**src/rtl/spi_sched_pkg.sv**
```systemverilog
// Shared types and the round-robin search helper for the SPI request scheduler.
// The arbiter and the scheduler top both import this package.
package spi_sched_pkg;

  localparam int RR_MAX   = 8;
  localparam int RR_IDX_W = 3;

  typedef enum logic [1:0] {
    OP_NONE = 2'b00,
    OP_TX   = 2'b01,
    OP_RX   = 2'b10,
    OP_FDX  = 2'b11
  } spi_op_t;

  typedef enum logic [1:0] {
    ST_IDLE,
    ST_BUSY,
    ST_RESP,
    ST_GAP
  } sched_state_t;

  typedef struct packed {
    logic                found;
    logic [RR_IDX_W-1:0] idx;
  } rr_result_t;

  // The search starts one past the last winner and wraps modulo n.
  function automatic rr_result_t rr_pick(input logic [RR_MAX-1:0]   valid,
                                         input logic [RR_IDX_W-1:0] ptr,
                                         input int                  n);
    rr_result_t res;
    int         cand;
    res = '0;
    for (int k = 1; k <= RR_MAX; k++) begin
      cand = (int'(ptr) + k) % n;
      if (k <= n && !res.found && valid[cand[RR_IDX_W-1:0]]) begin
        res.found = 1'b1;
        res.idx   = cand[RR_IDX_W-1:0];
      end
    end
    return res;
  endfunction

endpackage

```
**src/rtl/spi_req_sched_arb.sv**
```systemverilog
// Parameterised round-robin picker: combinational pick, with the pointer
// registered on accept. Usable for any shared peripheral with up to 8 clients.
module spi_rr_arb
  import spi_sched_pkg::*;
#(
  parameter int N  = 4,
  parameter int IW = (N > 1) ? $clog2(N) : 1
) (
  input  logic          clk,
  input  logic          rst,
  input  logic [N-1:0]  req,
  input  logic          accept,
  output logic          found,
  output logic [IW-1:0] winner
);

  logic [IW-1:0] ptr_q;
  rr_result_t    pick;

  always_comb begin
    pick = rr_pick(RR_MAX'(req), RR_IDX_W'(ptr_q), N);
  end

  assign found  = pick.found;
  assign winner = IW'(pick.idx);

  // Pointer resets to the last index so the very first search begins at 0.
  always_ff @(posedge clk or posedge rst) begin
    if (rst) begin
      ptr_q <= IW'(N - 1);
    end else if (accept && pick.found) begin
      ptr_q <= winner;
    end
  end

endmodule

```
**src/rtl/spi_req_sched.sv**
```systemverilog
// Round-robin scheduler sharing one spi_top between NUM_REQ clients, with a
// per-transaction timeout and an idle gap between transactions.
module spi_req_sched
  import spi_sched_pkg::*;
#(
  parameter int NUM_REQ     = 4,
  parameter int SPI_TRF_BIT = 8,
  parameter int GAP_CYC     = 4,
  parameter int TIMEOUT_CYC = 4096
) (
  input  logic                           clk,
  input  logic                           rst,
  input  logic [NUM_REQ-1:0]             rq_valid,
  output logic [NUM_REQ-1:0]             rq_ready,
  input  logic [2*NUM_REQ-1:0]           rq_op,
  input  logic [8*NUM_REQ-1:0]           rq_wait,
  input  logic [SPI_TRF_BIT*NUM_REQ-1:0] rq_data,
  output logic [NUM_REQ-1:0]             rsp_valid,
  output logic                           rsp_err,
  output logic [SPI_TRF_BIT-1:0]         rsp_data,
  output logic [1:0]                     spi_req,
  output logic [7:0]                     spi_wait_duration,
  output logic [SPI_TRF_BIT-1:0]         spi_din,
  input  logic [SPI_TRF_BIT-1:0]         spi_dout,
  input  logic                           spi_done_tx,
  input  logic                           spi_done_rx,
  output logic                           busy,
  output logic [$clog2(NUM_REQ)-1:0]     grant_id
);

  localparam int IW    = $clog2(NUM_REQ);
  localparam int TO_W  = (TIMEOUT_CYC > 1) ? $clog2(TIMEOUT_CYC) : 1;
  localparam int GAP_W = (GAP_CYC > 1) ? $clog2(GAP_CYC) : 1;
  localparam logic [TO_W-1:0]  TO_LAST  = TO_W'(TIMEOUT_CYC - 1);
  localparam logic [GAP_W-1:0] GAP_LAST = GAP_W'((GAP_CYC > 0) ? GAP_CYC - 1 : 0);

  sched_state_t           state_q, state_d;
  spi_op_t                op_q, win_op;
  logic [7:0]             wait_q, win_wait;
  logic [SPI_TRF_BIT-1:0] data_q, win_data;
  logic [IW-1:0]          grant_q, win_idx;
  logic                   win_found, accept;
  logic                   tx_seen_q, rx_seen_q, tx_now, rx_now;
  logic                   xfer_done, timed_out;
  logic [TO_W-1:0]        to_cnt_q;
  logic [GAP_W-1:0]       gap_cnt_q;
  logic                   rsp_load, rsp_err_d, rsp_err_q;
  logic [SPI_TRF_BIT-1:0] rsp_data_d, rsp_data_q;

  assign accept = (state_q == ST_IDLE) && win_found;

  spi_rr_arb #(
    .N  (NUM_REQ),
    .IW (IW)
  ) u_arb (
    .clk    (clk),
    .rst    (rst),
    .req    (rq_valid),
    .accept (accept),
    .found  (win_found),
    .winner (win_idx)
  );

  // Payload mux for the current winner, plus per-client ready/response strobes.
  always_comb begin
    win_op    = OP_NONE;
    win_wait  = '0;
    win_data  = '0;
    rq_ready  = '0;
    rsp_valid = '0;
    for (int i = 0; i < NUM_REQ; i++) begin
      if (win_idx == IW'(i)) begin
        win_op      = spi_op_t'(rq_op[2*i +: 2]);
        win_wait    = rq_wait[8*i +: 8];
        win_data    = rq_data[SPI_TRF_BIT*i +: SPI_TRF_BIT];
        rq_ready[i] = accept;
      end
      rsp_valid[i] = (state_q == ST_RESP) && (grant_q == IW'(i));
    end
  end

  // Full-duplex needs both pulses; the sticky flags let them arrive in any order.
  assign tx_now    = tx_seen_q | spi_done_tx;
  assign rx_now    = rx_seen_q | spi_done_rx;
  assign timed_out = (to_cnt_q == TO_LAST);

  always_comb begin
    case (op_q)
      OP_TX:   xfer_done = spi_done_tx;
      OP_RX:   xfer_done = spi_done_rx;
      OP_FDX:  xfer_done = tx_now & rx_now;
      default: xfer_done = 1'b0;
    endcase
  end

  always_comb begin
    state_d    = state_q;
    rsp_load   = 1'b0;
    rsp_err_d  = 1'b0;
    rsp_data_d = '0;
    case (state_q)
      ST_IDLE: begin
        if (win_found) begin
          if (win_op == OP_NONE) begin
            state_d   = ST_RESP;
            rsp_load  = 1'b1;
            rsp_err_d = 1'b1;
          end else begin
            state_d = ST_BUSY;
          end
        end
      end
      ST_BUSY: begin
        // A completion landing on the final timeout cycle still counts as success.
        if (xfer_done) begin
          state_d    = ST_RESP;
          rsp_load   = 1'b1;
          rsp_data_d = (op_q == OP_TX) ? '0 : spi_dout;
        end else if (timed_out) begin
          state_d   = ST_RESP;
          rsp_load  = 1'b1;
          rsp_err_d = 1'b1;
        end
      end
      ST_RESP: begin
        state_d = (GAP_CYC > 0) ? ST_GAP : ST_IDLE;
      end
      ST_GAP: begin
        if (gap_cnt_q == GAP_LAST) begin
          state_d = ST_IDLE;
        end
      end
      default: state_d = ST_IDLE;
    endcase
  end

  always_ff @(posedge clk or posedge rst) begin
    if (rst) begin
      state_q <= ST_IDLE;
    end else begin
      state_q <= state_d;
    end
  end

  always_ff @(posedge clk or posedge rst) begin
    if (rst) begin
      op_q       <= OP_NONE;
      wait_q     <= '0;
      data_q     <= '0;
      grant_q    <= '0;
      tx_seen_q  <= 1'b0;
      rx_seen_q  <= 1'b0;
      to_cnt_q   <= '0;
      gap_cnt_q  <= '0;
      rsp_err_q  <= 1'b0;
      rsp_data_q <= '0;
    end else begin
      if (accept) begin
        op_q      <= win_op;
        wait_q    <= win_wait;
        data_q    <= win_data;
        grant_q   <= win_idx;
        tx_seen_q <= 1'b0;
        rx_seen_q <= 1'b0;
        to_cnt_q  <= '0;
      end else if (state_q == ST_BUSY) begin
        tx_seen_q <= tx_now;
        rx_seen_q <= rx_now;
        to_cnt_q  <= to_cnt_q + 1'b1;
      end
      if (state_q == ST_GAP) begin
        gap_cnt_q <= gap_cnt_q + 1'b1;
      end else begin
        gap_cnt_q <= '0;
      end
      if (rsp_load) begin
        rsp_err_q  <= rsp_err_d;
        rsp_data_q <= rsp_data_d;
      end
    end
  end

  assign busy              = (state_q != ST_IDLE);
  assign grant_id          = grant_q;
  assign rsp_err           = rsp_err_q;
  assign rsp_data          = rsp_data_q;
  assign spi_req           = (state_q == ST_BUSY) ? op_q : OP_NONE;
  assign spi_wait_duration = (state_q == ST_BUSY) ? wait_q : '0;
  assign spi_din           = (state_q == ST_BUSY) ? data_q : '0;

endmodule

```
**config.mk**
```make
export PLATFORM = sky130hd
export DESIGN_NAME = spi_req_sched
export DESIGN_NICKNAME = d
export VERILOG_FILES = /design/src/rtl/spi_sched_pkg.sv /design/src/rtl/spi_req_sched_arb.sv /design/src/rtl/spi_req_sched.sv
export SDC_FILE = /design/constraint.sdc
export NUM_CORES = 1
export LEC_CHECK = 0
export BUFFER_PORTS_ARGS = -buffer_cell sky130_fd_sc_hd__buf_2
export CAP_MARGIN = 40
export CORE_ASPECT_RATIO = 0.5
export CORE_UTILIZATION = 47
export DETAILED_ROUTE_END_ITERATION = 7
export PLACE_DENSITY_LB_ADDON = 0.15
export SKIP_CTS_REPAIR_TIMING = 1
export SYNTH_ARGS = -nofsm -noshare
export SYNTH_HDL_FRONTEND = slang
export SYNTH_SLANG_ARGS = --single-unit
```
**constraint.sdc**
```tcl
create_clock -name clk -period 3.4 [get_ports clk]
set_clock_uncertainty 0.2 [all_clocks]
set_input_delay 0.68 -clock clk [delete_from_list [all_inputs] [get_ports clk]]
set_output_delay 0.68 -clock clk [all_outputs]
set_load 0.02 [all_outputs]
```
==> results of run 1 <==
[sequential cells by signal, summed over array words and instances, names as in the netlist]
register	count
gap_cnt_q	2
wait_q	8
rx_seen_q	1
grant_id	2
op_q	2
u_arb.ptr_q	2
tx_seen_q	1
rsp_data	8
to_cnt_q	12
state_q	2
rsp_err	1
data_q	8
[logic make-up (layout without fill, tap and decap cells)]
kind of cell / count (synthesis) / count (layout) / synth area share
compound gates: 55 / 55 / 0.1183
xor+xnor: 10 / 10 / 0.02904
fa+ha+maj: 6 / 6 / 0.02490
buf+inv: 23 / 148 / 0.03319
flops: 49 / 49 / 0.4075
mux: 50 / 50 / 0.1726
simple gates: 131 / 131 / 0.2145
[per-stage QoR]
stage	hold WS (ns)	total power (uW)	utilization	cells
CTS	0.1071	3122	0.6400	537
detailed placement	0.2500	2553	0.6127	529
floorplan	0.2091	2104	-	324
global route	0.1137	3332	0.6400	537
finish	0.1072	3107	0.6400	537
global placement	0.2216	2465	0.6076	527
[worst max path at each step]
stage / slack (ns) / to / start / depth (start not counted)
3_5_place_dp: 0.43 / rsp_data[7]$_DFFE_PP0P_ / rq_valid[3] / 7
5_1_grt: 0.36 / rq_ready[2] / rq_valid[0] / 7
6_report: 0.47 / rq_ready[3] / rq_valid[0] / 7
2_1_floorplan: 0.31 / rq_ready[2] / rq_valid[0] / 7
4_1_cts: 0.48 / rq_ready[3] / rq_valid[0] / 7
3_3_place_gp: 0.54 / rq_ready[3] / rq_valid[0] / 7
[area by class of cell]
type	instances	area, um^2
Clock buffer	6	128.9
Clock inverter	2	38.79
Fill cell	523	2207
Inverter	7	26.28
Multi-Input combinational cell	252	1689
Sequential cell	49	1229
Tap cell	88	110.1
Timing Repair Buffer	133	701.9
[critical path: cells and delay by family]
| family | cells | cell delay (ns) |
|---|---|---|
| simple gates | 4 | 0.84 |
| buf+inv | 2 | 0.29 |
| compound gates | 1 | 0.23 |
[power by group through the flow]
| stage | Clock [uW] | Combinational (uW) | Sequential [uW] |
|---|---|---|---|
| floorplan | 0 | 1140 | 964 |
| global placement | 0 | 1530 | 936 |
| detailed placement | 0 | 1600 | 950 |
| CTS | 572 | 1610 | 942 |
| global route | 597 | 1770 | 966 |
| finish | 564 | 1600 | 942 |
[metal layers]
metal | global-route usage | up-vias
met5 | 0 | -
met4 | 0.05195 | 0
met3 | 0.04943 | 9
met2 | 0.4441 | 90
met1 | 0.2699 | 1348
li1 | - | 1378
[cells in the final DEF (no fill, tap or decap), drive strengths merged, types with 2 or more instances in the layout]
| cell | instances |
|---|---|
| o21ai | 30 |
| a31oi | 2 |
| nor2 | 25 |
| mux2 | 16 |
| a21oi | 8 |
| and2 | 22 |
| o211ai | 2 |
| nand4 | 4 |
| and3b | 2 |
| ha | 6 |
| nand3 | 10 |
| buf | 133 |
| nand2b | 4 |
| mux2i | 34 |
| or2 | 2 |
| nor2b | 2 |
| xnor2 | 4 |
| and3 | 4 |
| xor2 | 6 |
| dfrtp | 47 |
| or4 | 2 |
| clkbuf | 6 |
| nor3 | 3 |
| nor3b | 2 |
| nand2 | 46 |
| dfstp | 2 |
| inv | 7 |
==> metrics.md, run 1 <==
| Metric | Value |
|---|---|
| CP Capture Type | output port |
| Leakage Power | between 0.002 and 0.0025 uW |
| Worst Slack Setup Final | ~0.47 ns |
| Ports | between 100 and 150 |
| Vias in the first global route | 2,802 |
| Synth top area share | 0.3900 |
| Period utilization | 0.8610 |
| Avg WL per Cell | 13.91 um |
| Gate power share | 0.515 |
| P_int | 1828 uW |
| # rows | 20 |
| Ys flop type | dfrtp_1 |
| Post-Syn Nets | 418 |
| Post-synth top area cell | dfrtp_1 |
| Max Buffers Root-to-Sink | 2 |
| MaxCap Viol Count | 0 |
| Antenna violations before repair | 0 |
| R2r worst-path depth | 6 |
| Root buf cell | clkbuf_16 |
| Reg-to-Reg Start | u_arb.ptr_q[1]$_DFFE_PP1P_ |
| Power per cell area | between 700 and 800 nW/um^2 |
| Worst reg2reg path endpoint | rsp_data[7]$_DFFE_PP0P_ |
| Required @ worst endpoint | 2.52 ns |
| Slowest stage cell, crit path | or2_1 |
| Final Slew Violations | 0 |
| Port bufs | 125 |
| Die X | 115.3 um |
| Most instantiated cells after synthesis | dfrtp_1 (47), nand2_1 (45), mux2i_1 (34), nor2_1 (25), o21ai_1 (25) |
| Vert. Die Dim | 58.64 um |
| Fin. Hold Viols | 0 |
| DRC Markers | 0 |
| Total GRT Usage | 0.2316 |
| Via/cell ratio | about 5.3 |
| Async S/R FF share, synth | 1.000 |
| Sw Ratio | 0.4117 |
| Count leader, synth | dfrtp_1 |
| Clock network power share | 0.182 |
| Area contributors post-synth | dfrtp_1 (39%), mux2i_1 (11%), mux2_2 (6.0%), nand2_1 (5.6%), and2_1 (4.4%) |
| Hold WC Path Type | in -> async |
| Initial Util | 0.4918 |
| RSZ-0062 raised after global routing | false |
| Final WL | 7469 um |
| Final min period | 2.928 ns |
| Num CTS Buffers | 5 |
| Metal3 WL | ~360 um |
| Wire length on met2 | 3771 um |
| Synthesized instance count | between 300 and 400 |
| Count of flip-flops with a built-in enable after synthesis | 0 |
| Slew at the pin with the worst max-slew slack | 0.6126 ns |
| CTS tree | done |
| Status | finished, final reports clean |
| Crit-path cells | buf_2, o211a_1, or2_1, nor2_2, nand2_1, nor2_1, buf_2 |
| CP max FO | 7 |
| DP Area | 3756 um^2 |
| Net switching power of the design | roughly 1300 uW |
| Global-route wire length before repair | 12,140 um |
| Gr ovfl total | 0 |
| Worst setup SP type | primary input |
| R2R Setup Slk | 0.82 ns |
| Met1 WL | 3247 um |
| Synth Register Bits | just under 50 |
| Initial drt markers | 75 |
| Final setup fails | 0 |
| Clock Latency Late Sink | 0.29 ns |
| Data arrival, critical path | 2.05 ns |
| Seq pwr share | 0.303 |
| Final net count | 542 |
| DR vias | 2,825 |
| Most frequent CP cell | buf_2 |
| Critical path's largest stage delay | just under 0.3 ns |
| Post-route ant nets | 0 |
| H-tree depth | 2 |
| Pre-antenna DRT Iters | 4 |
| Top layer in use | met4 |
| Mapped cell area | ~3000 um^2 |
| DIE AREA | between 6000 and 7000 um^2 |
| Clock Pin Slew Worst Setup and Hold Paths | ~0.07 ns |
| Setup Crit Path Kind | in -> out |
| Max-slew headroom | 0.5878 |
| Setup tns final | 0 ns |
| YS warnings | 0 |
| # diodes | 0 |
| Share of cells above drive strength 1 | 0.3697 |
| Synth cell types | 49 |
| Half-perimeter wire length after placement | 5763 um |
| Layout overhead on the synthesized area | 30.12% |
| Worst IR Drop VDD | 0.0003454 V |
| Largest net degree at the start of global routing | 41 |
| Final Wtd Congestion | between 0.9 and 1 |
| Seq/Total Area, Yosys | 0.4075 |
| Sinks on Clock Net | 49 |
| Fmax | 341.6 MHz |
| Core Region | 6131 um^2 |
| Post-layout instance area | 3924 um^2 |
| Pre-CTS setup slack | 0.4339 ns |
| Synth Area per Inst | 9.307 um^2 |
No activity file was read; power rests on OpenSTA's default activity.
==> run 2: changes to the inputs <==
- ABC_AREA: default -> 1
==> metrics.md, run 2 <==
| Metric | Value |
|---|---|
| Status | finished, final reports clean |
| Max-slew headroom | 0.5764 |
| Die X | 116.5 um |
| Initial Util | 0.4966 |
| Synthesized-area fraction occupied by adder cells | 0.02436 |
| Num CTS Buffers | 5 |
| Async S/R FF share, synth | 1.000 |
| Root buf cell | clkbuf_16 |
| Most frequent CP cell | nand2_1 |
| Most instantiated cells after synthesis | nand2_1 (135), inv_1 (49), nand3_1 (49), dfrtp_1 (47), nor2_1 (28) |
| Count leader, synth | nand2_1 |
| Clock Pin Slew Worst Setup and Hold Paths | 0.06 ns |
| Gate power share | 0.632 |
| Mapped cell area | 3082 um^2 |
| Vert. Die Dim | slightly below 60 um |
| Leakage Power | 0.002263 uW |
| Final Wtd Congestion | 0.8035 |
| Post-Layout Cell Count | 647 |
| Fin. Hold Viols | 0 |
| Port bufs | 125 |
| Global-route wire length before repair | 12,300 um |
| DIE AREA | 6904 um^2 |
| Most common cell after layout, fill and taps aside | nand2_1 |
| # diodes | 0 |
| Setup tns final | 0 ns |
| Largest net degree at the start of global routing | 38 |
| Synth top area share | 0.3816 |
| Gr ovfl total | 0 |
| Synth Area in Compound Gates | 0.09216 |
| CTS tree | done |
| DR vias | 3,177 |
| Crit-path cells | inv_2, nand2_2, nand2_1, nand2_1, nand2_1, nand2_1, nand2_1, nor2_2, nand2_2, nand2_4, nand2_1, nor2_1, buf_2 |
| Ports | 126 |
| Sw Ratio | 0.5140 |
| Power per cell area | 1033 nW/um^2 |
| Metal3 WL | about 330 um |
| Avg WL per Cell | 11.60 um |
| Wire length on met2 | 3495 um |
| YS warnings | 0 |
| Final net count | 652 |
| Net switching power of the design | 2093 uW |
| Sinks on Clock Net | 49 |
| Synth Area per Inst | approximately 7.1 um^2 |
| Antenna violations before repair | 0 |
| Placed cell count | 639 |
| Max reg flops | 12 |
| Required @ worst endpoint | between 2 and 3 ns |
| Layout overhead on the synthesized area | 27.85% |
| Vias in the first global route | roughly 2,900 |
| Worst IR Drop VDD | 0.0006268 V |
| Critical path's largest stage delay | 0.60 ns |
| Post-route ant nets | 0 |
| Worst Slack Setup Final | 0.2450 ns |
| Total GRT Usage | 0.2288 |
| Period utilization | 0.9279 |
| Top layer in use | met4 |
| Final WL | between 7000 and 8000 um |
| Count of flip-flops with a built-in enable after synthesis | 0 |
| Fmax | 317.0 MHz |
| CP Capture Type | output port |
| Ys flop type | dfrtp_1 |
| Post-synthesis mux area share | 0 |
| Via/cell ratio | approximately 4.9 |
| Initial drt markers | 163 |
| # rows | 20 |
| RSZ-0062 raised after global routing | false |
| Seq pwr share | 0.230 |
| MaxCap Viol Count | 0 |
| Slowest stage cell, crit path | dfstp_2 |
| P_int | 1979 uW |
| Setup Crit Path Kind | reg -> out |
| Clock Latency Late Sink | 0.28 ns |
| Synth Register Bits | 49 |
| Register with the most flip-flops | to_cnt_q |
| Core Region | about 6200 um^2 |
| Met1 WL | approximately 3600 um |
| Share of cells above drive strength 1 | 0.2987 |
| Seq/Total Area, Yosys | 0.3987 |
| Area contributors post-synth | dfrtp_1 (38%), nand2_1 (16%), nand3_1 (8.0%), inv_1 (6.0%), a21oi_1 (3.9%) |
| Final setup fails | 0 |
| Half-perimeter wire length after placement | 5805 um |
| Worst setup SP type | flip-flop |
| Post-Synth Simple-Gate Area | 0.3735 |
| H-tree depth | 2 |
| Post-synth top area cell | dfrtp_1 |
| Synthesized instance count | approximately 440 |
| Hold WC Path Type | in -> async |
| Largest family of logic cells by synthesized area | simple AND/OR/NAND/NOR gates |
| Synth cell types | 34 |
| CP max FO | 25 |
| Synth Area in XOR/XNOR | 0.01421 |
| DRC Markers | 0 |
| Pre-antenna DRT Iters | 4 |
| Pre-CTS setup slack | 0.4319 ns |
| Max Buffers Root-to-Sink | 2 |
| Post-Syn Nets | 530 |
| Commonest non-fill, non-tap cells in the layout | nand2_1 (135), buf_2 (125), nand3_1 (49) |
| Final min period | 3.155 ns |
| Clock network power share | 0.138 |
| Fill count | between 600 and 700 |
| Slew at the pin with the worst max-slew slack | between 0.6 and 0.7 ns |
| Final Slew Violations | 0 |
| Data arrival, critical path | roughly 2.3 ns |
[run 2: cell types whose count changed after synthesis, sizes merged, moves of 8 or more]
cell,before,now
a21oi,8,25
nor2,25,34
mux2,16,0
nor3,3,11
nand2,46,146
nand3,10,53
mux2i,34,0
inv,7,53
and2,22,0
[run 2: critical path: cells and delay by family (launching register included)]
kind | cells | cell delay (ns)
buf+inv | 2 | 0.28
flops | 1 | 0.60
simple gates | 11 | 1.09
[run 2: final timing paths]
check / start / endpoint / slack (ns) / cells past startpoint
worst max-delay path: u_arb.ptr_q[0]$_DFFE_PP1P_ / rq_ready[1] / 0.25 / 13
worst min-delay path: rst / wait_q[2]$_DFFE_PP0P_ / 0.13 / 2
worst max register to register: u_arb.ptr_q[0]$_DFFE_PP1P_ / state_q[1]$_DFFE_PP0P_ / 0.57 / 17
worst min register to register: gap_cnt_q[0]$_DFF_PP0_ / gap_cnt_q[0]$_DFF_PP0_ / 0.23 / 1
max in group asynchronous: rst / u_arb.ptr_q[0]$_DFFE_PP1P_ / 2.33 / 3
min in group clk: gap_cnt_q[0]$_DFF_PP0_ / gap_cnt_q[0]$_DFF_PP0_ / 0.23 / 1
[run 2: power by group through the flow]
stage                     clock network [uW]  registers, uW  logic (uW)
after floorplan                            0            955        2060
after global placement                     0            940        2550
after detailed placement                   0            942        2580
after CTS                                574            935        2590
after global routing                     596            968        2920
final                                    561            937        2570
[run 2: logic make-up after synthesis]
family                     count (synthesis)
xor gates and xnor gates                   5
and+or+nand+nor                          253
DFF                                       49
buffers and inverters                     69
adders and majority gates                  6
AOI/OAI and AO/OA                         54
[run 2: metal layers]
metal / vias up / GRT usage
met5: - / 0
met4: 0 / 0.04396
met3: 10 / 0.05112
met2: 75 / 0.3863
met1: 1456 / 0.3064
li1: 1636 / -
[run 2: per-stage QoR]
stage	hold WS, ns	instance area [um^2]	power [uW]	util
floorplan	0.2074	3082	3017	-
global placement	0.2236	3751	3494	0.6044
detailed placement	0.2258	3771	3522	0.6077
CTS	0.1347	3940	4101	0.6349
global route	0.1389	3940	4480	0.6349
finish	0.1263	3940	4072	0.6349
[run 2: final cells by class]
type | count | area, um^2 | share of cell area
Multi-Input combinational cell | 318 | 1554 | 0.3944
Sequential cell | 49 | 1229 | 0.3118
Timing Repair Buffer | 130 | 675.6 | 0.1715
Inverter | 54 | 202.7 | 0.05144
Clock buffer | 5 | 125.1 | 0.03176
Tap cell | 88 | 110.1 | 0.02795
Clock inverter | 3 | 43.79 | 0.01111
